## config.mk

```make
export PLATFORM = sky130hd
export DESIGN_NAME = send_queue_drainer
export DESIGN_NICKNAME = d
export VERILOG_FILES = /design/src/rtl/cpu_pkg.sv /design/src/rtl/uart_bit_timer.sv /design/src/rtl/send_queue_drainer.sv
export SDC_FILE = /design/constraint.sdc
export NUM_CORES = 1
export LEC_CHECK = 0
export BUFFER_PORTS_ARGS = -buffer_cell sky130_fd_sc_hd__buf_2
export CAP_MARGIN = 20
export CORE_MARGIN = 1.5
export CORE_UTILIZATION = 29
export CTS_CLUSTER_SIZE = 12
export DETAILED_ROUTE_END_ITERATION = 7
export GPL_TIMING_DRIVEN = 0
export RECOVER_POWER = 50
export SYNTH_ARGS = -nofsm -noshare
export SYNTH_HDL_FRONTEND = slang
export SYNTH_HIERARCHICAL = 1
export SYNTH_SLANG_ARGS = --single-unit
```

## constraint.sdc

```tcl
create_clock -name CLK -period 6.37 [get_ports CLK]
set_input_delay 1.274 -clock CLK [delete_from_list [all_inputs] [get_ports CLK]]
set_output_delay 1.274 -clock CLK [all_outputs]
set_load 0.02 [all_outputs]
```

## src/rtl/cpu_pkg.sv

```systemverilog
// Shared CPU-side definitions: UART transmitter state encoding and default baud divisor.
package cpu_pkg;
    // 100 MHz system clock, 115200 baud
    localparam int DEFAULT_CLKS_PER_BIT = 868;

    typedef enum logic [1:0] {
        IDLE,
        START,
        DATA,
        STOP
    } tx_state_e;
endpackage

```

## src/rtl/uart_bit_timer.sv

```systemverilog
// Free-running bit-period counter; tick_o marks the last cycle of each CLKS_PER_BIT window.
module uart_bit_timer
    import cpu_pkg::*;
#(
    parameter int CLKS_PER_BIT = DEFAULT_CLKS_PER_BIT
) (
    input  logic clk_i,
    input  logic rst_ni,
    input  logic clear_i,
    output logic tick_o
);
    localparam int CW = $clog2(CLKS_PER_BIT);
    localparam logic [CW-1:0] LAST = CW'(CLKS_PER_BIT - 1);

    logic [CW-1:0] cnt_q, cnt_d;

    assign tick_o = (cnt_q == LAST);

    always_comb begin
        cnt_d = cnt_q + 1'b1;
        if (clear_i || tick_o) begin
            cnt_d = '0;
        end
    end

    always_ff @(posedge clk_i or negedge rst_ni) begin
        if (!rst_ni) begin
            cnt_q <= '0;
        end else begin
            cnt_q <= cnt_d;
        end
    end
endmodule

```

## src/rtl/send_queue_drainer.sv

```systemverilog
// Drains the CPU send queue byte by byte onto an 8N1 UART line, LSB first.
module send_queue_drainer
    import cpu_pkg::*;
#(
    parameter int CLKS_PER_BIT = DEFAULT_CLKS_PER_BIT,
    parameter int QUEUE_LOG    = 9
) (
    input  logic                 CLK,
    input  logic                 INITIALIZE_N,
    input  logic [QUEUE_LOG-1:0] queue_t,
    input  logic [7:0]           rd_data,
    output logic [QUEUE_LOG-1:0] rd_addr,
    output logic [QUEUE_LOG-1:0] queue_s,
    output logic                 UART_TX,
    output logic [7:0]           LED
);
    tx_state_e            state_q, state_d;
    logic [7:0]           shreg_q, shreg_d;
    logic [2:0]           bit_idx_q, bit_idx_d;
    logic [QUEUE_LOG-1:0] qs_q, qs_d;
    logic [5:0]           sent_q, sent_d;
    logic                 tx_q, tx_d;
    logic                 armed_q;
    logic                 timer_clr;
    logic                 tick;
    logic                 empty;

    assign empty   = (qs_q == queue_t);
    assign rd_addr = qs_q;
    assign queue_s = qs_q;
    assign UART_TX = tx_q;
    assign LED     = {sent_q, ~empty, (state_q != IDLE)};

    uart_bit_timer #(
        .CLKS_PER_BIT(CLKS_PER_BIT)
    ) u_bit_timer (
        .clk_i  (CLK),
        .rst_ni (INITIALIZE_N),
        .clear_i(timer_clr),
        .tick_o (tick)
    );

    // tx_d is the line level for the state being entered, so UART_TX comes straight off a flop
    always_comb begin
        state_d   = state_q;
        shreg_d   = shreg_q;
        bit_idx_d = bit_idx_q;
        qs_d      = qs_q;
        sent_d    = sent_q;
        tx_d      = tx_q;
        timer_clr = 1'b0;
        unique case (state_q)
            IDLE: begin
                timer_clr = 1'b1;
                tx_d      = 1'b1;
                if (armed_q && !empty) begin
                    shreg_d = rd_data;
                    qs_d    = qs_q + 1'b1;
                    state_d = START;
                    tx_d    = 1'b0;
                end
            end
            START: begin
                if (tick) begin
                    state_d   = DATA;
                    bit_idx_d = '0;
                    tx_d      = shreg_q[0];
                end
            end
            DATA: begin
                if (tick) begin
                    if (bit_idx_q == 3'd7) begin
                        state_d = STOP;
                        tx_d    = 1'b1;
                    end else begin
                        shreg_d   = shreg_q >> 1;
                        bit_idx_d = bit_idx_q + 1'b1;
                        tx_d      = shreg_q[1];
                    end
                end
            end
            STOP: begin
                if (tick) begin
                    state_d = IDLE;
                    sent_d  = sent_q + 1'b1;
                    tx_d    = 1'b1;
                end
            end
            default: state_d = IDLE;
        endcase
    end

    // armed_q holds off the first latch until the second edge after reset release
    always_ff @(posedge CLK or negedge INITIALIZE_N) begin
        if (!INITIALIZE_N) begin
            state_q   <= IDLE;
            shreg_q   <= '0;
            bit_idx_q <= '0;
            qs_q      <= '0;
            sent_q    <= '0;
            tx_q      <= 1'b1;
            armed_q   <= 1'b0;
        end else begin
            state_q   <= state_d;
            shreg_q   <= shreg_d;
            bit_idx_q <= bit_idx_d;
            qs_q      <= qs_d;
            sent_q    <= sent_d;
            tx_q      <= tx_d;
            armed_q   <= 1'b1;
        end
    end
endmodule

```

==> results.md <==
- Status: finished with violations
- Failing checks: max-capacitance violations, max-slew violations
- Worst R2R End: sent_q[5]
- Initial Utilization: 29.70%
- All-Layer GR Usage: 11.21%
- Design Area, Final: 2706 µm²
- Post-DRT Antenna Nets: 0
- Hpwl dp: 3160 µm
- Area growth from synthesis to layout: 18.52%
- Min Tclk post-route: 3.627 ns
- Routed WL: 4398 µm
- RSZ-0062 raised after global routing: false
- CTS tree: built
- Pins Over Slew Limit: 41
- Io pins: 46
- Site Rows: 32
- CTS Root Buffer Type: clkbuf_8
- Yosys top cell area share: 42.74%
- Worst setup path endpoint: LED[1]
- Syn Nets: 227
- Post-synthesis async set-or-reset flop share: 100.0%
- Core Box Area: 7687 µm²
- YS warnings: 6
- Layout cells sized above 1: 35.71%
- Final setup vio count: 0
- Remaining global-route overflow: 0
- Worst endpoint required time: 5.10 ns
- Vias in the first global route: 1642
- Most area-hungry cell type in the Yosys netlist: dfrtp_1
- Hold Fails Final Rpt: 0
- Die W: 91.74 µm
- Most common cell after layout, fill and taps aside: buf_2
- Ys flop type: dfrtp_1
- Fin crit share: 56.94%
- CTS Hold Buffers Added: 0
- Crit path from: queue_t[1]
- Via count: 1616
- Clock slew at reported path FFs: 0.07 ns
- F_max: 275.7 MHz
- Flops & latches, synth: 40
- Mean Syn Cell Area: 11.47 µm²
- Post-synth EDFFs: 0
- Nets: 279
- Setup bufs post-CTS: 0
- Vias/cell: 4.565
- Routed wire per std cell: 12.42 µm
- Most frequent cells in the layout: 44 x buf_2, 39 x dfrtp_1, 12 x xnor2_1, 12 x nor2_1
- Die Height: 91.74 µm
- Resized Gates After CTS: 0
- Crit-path max FO: 8
- Number of H-tree levels: 2
- Critical path class: input port to output pin
- Pin count of the biggest net entering global routing: 41
- Clock latency on the worst-skew pair: 0.29 ns
- Clock Sinks: 40
- Die area: 8415 µm²
- Antenna violations before repair: 0
- I/O Buffers: 45
- Pwr dens: 403.3 nW/µm²
- Worst-case vdd ir drop: 170.1 µV
- First-pass GRT wire length: 7590 µm
- Crit path DAT: 2.35 ns
- 1st-iter DRT viols: 55
- Pre-antenna DRT Iters: 6
- Reg2reg start: u_bit_timer/cnt_q[3]
- Max-cap violations: 1
- Synth area leaders: dfrtp_1 43%, ha_1 4.9%, mux2_2 4.9%
- HP Class: flop to flop
- Slew HR: -44.43%
- CTS Buf Count: 5
- Clock Skews: 0.003823 ns
- Seq/Total Area, Yosys: 43.89%
- Cell Area, Synth: 2283 µm²
- Placed Area: 2636 µm²
- Clock Path Buffers: 2
- Least-Margin Pin Slew: 2.166 ns
- Worst reg2reg path depth: 7
- Unique masters post-synth: 47
- LEAKAGE: 1.233 nW
- Cell count after synthesis: 199
- Type of origin of the critical path: input port
- CP Capture Type: output pin
- Final GP Congestion: 0.7549
- TNS Setup: 0 ns
- Flop2flop setup slack: 3.82 ns
- Inserted Diodes: 0
- Residual DRC: 0
[how the worst min path moves through the flow]
stage          startpoint    endpoint  cells past startpoint
6_report        sent_q[5]   sent_q[5]                      1
5_1_grt         sent_q[5]   sent_q[5]                      1
4_1_cts         sent_q[5]   sent_q[5]                      1
3_5_place_dp    sent_q[5]   sent_q[5]                      1
3_3_place_gp    sent_q[5]   sent_q[5]                      1
2_1_floorplan  shreg_q[7]  shreg_q[7]                      2
[cell families (layout without fill, tap and decap cells)]
logic type / count (synthesis) / in the layout / synth area share, %
XOR/XNOR: 25 / 25 / 10.58
AND/OR/NAND/NOR: 60 / 60 / 15.12
adder cells (fa/ha/maj): 9 / 9 / 4.932
multiplexers: 19 / 19 / 10.47
AO/OA/AOI/OAI: 24 / 24 / 9.096
other: 1 / 1 / 0.1642
buffers and inverters: 21 / 74 / 5.753
flip-flops: 40 / 40 / 43.89
[sequential cells by signal, summed over array words and instances (netlist names)]
name               count
armed_q                1
UART_TX                1
shreg_q                8
state_q                2
bit_idx_q              3
u_bit_timer/cnt_q     10
sent_q                 6
queue_s                9
[critical path, stage by stage]
cell and delay (ns):
buf_2 0.11, xnor2_2 0.16, nand4_2 0.19, nor3_4 0.33, inv_1 0.11, buf_2 0.17
[cell type report]
type                            count  area [µm²]
Fill cell                         799        4981
Multi-Input combinational cell    138        1132
Sequential cell                    40        1002
Timing Repair Buffer               45       222.7
Tap cell                          102       127.6
Buffer                             14       105.1
Clock buffer                        8       90.09
Inverter                            7       26.28
[through the flow]
stage | hold slack [ns] | utilization (%) | setup slack, ns | total power [mW] | std cells
floorplan | 0.4662 | - | 3.074 | 0.8056 | 199
global placement | 0.4560 | 34.29 | 2.742 | 0.9279 | 346
detailed placement | 0.4638 | 34.29 | 2.753 | 0.9384 | 346
CTS | 0.4739 | 35.47 | 2.750 | 1.118 | 354
global route | 0.4861 | 35.21 | 2.655 | 1.175 | 354
finish | 0.4675 | 35.21 | 2.743 | 1.091 | 354
[cells in the mapped netlist (4+ instances only)]
library cell,n
a21oi_1,4
a22o_1,5
buf_4,9
dfrtp_1,39
ha_1,9
inv_1,7
mux2_2,10
mux2_4,7
nand2_1,8
nand3_1,10
nand4_1,7
nor2_1,12
nor3_1,5
o21ai_0,4
xnor2_1,12
xor2_1,10
[power breakdown]
group | switching, mW | internal, mW
clock network | 0.0844 | 0.0883
registers | 0.0854 | 0.327
logic | 0.255 | 0.251
total | 0.424 | 0.667
[routing by layer]
layer | track usage [%] | share of wire (%) | vias up
li1 | - | - | 801
met1 | 14.46 | 48 | 772
met2 | 18.47 | 46 | 37
met3 | 2.902 | 4.2 | 6
met4 | 3.333 | 1.0 | 0
met5 | 0 | 0 | -
Power figures use the tool's default switching activity.
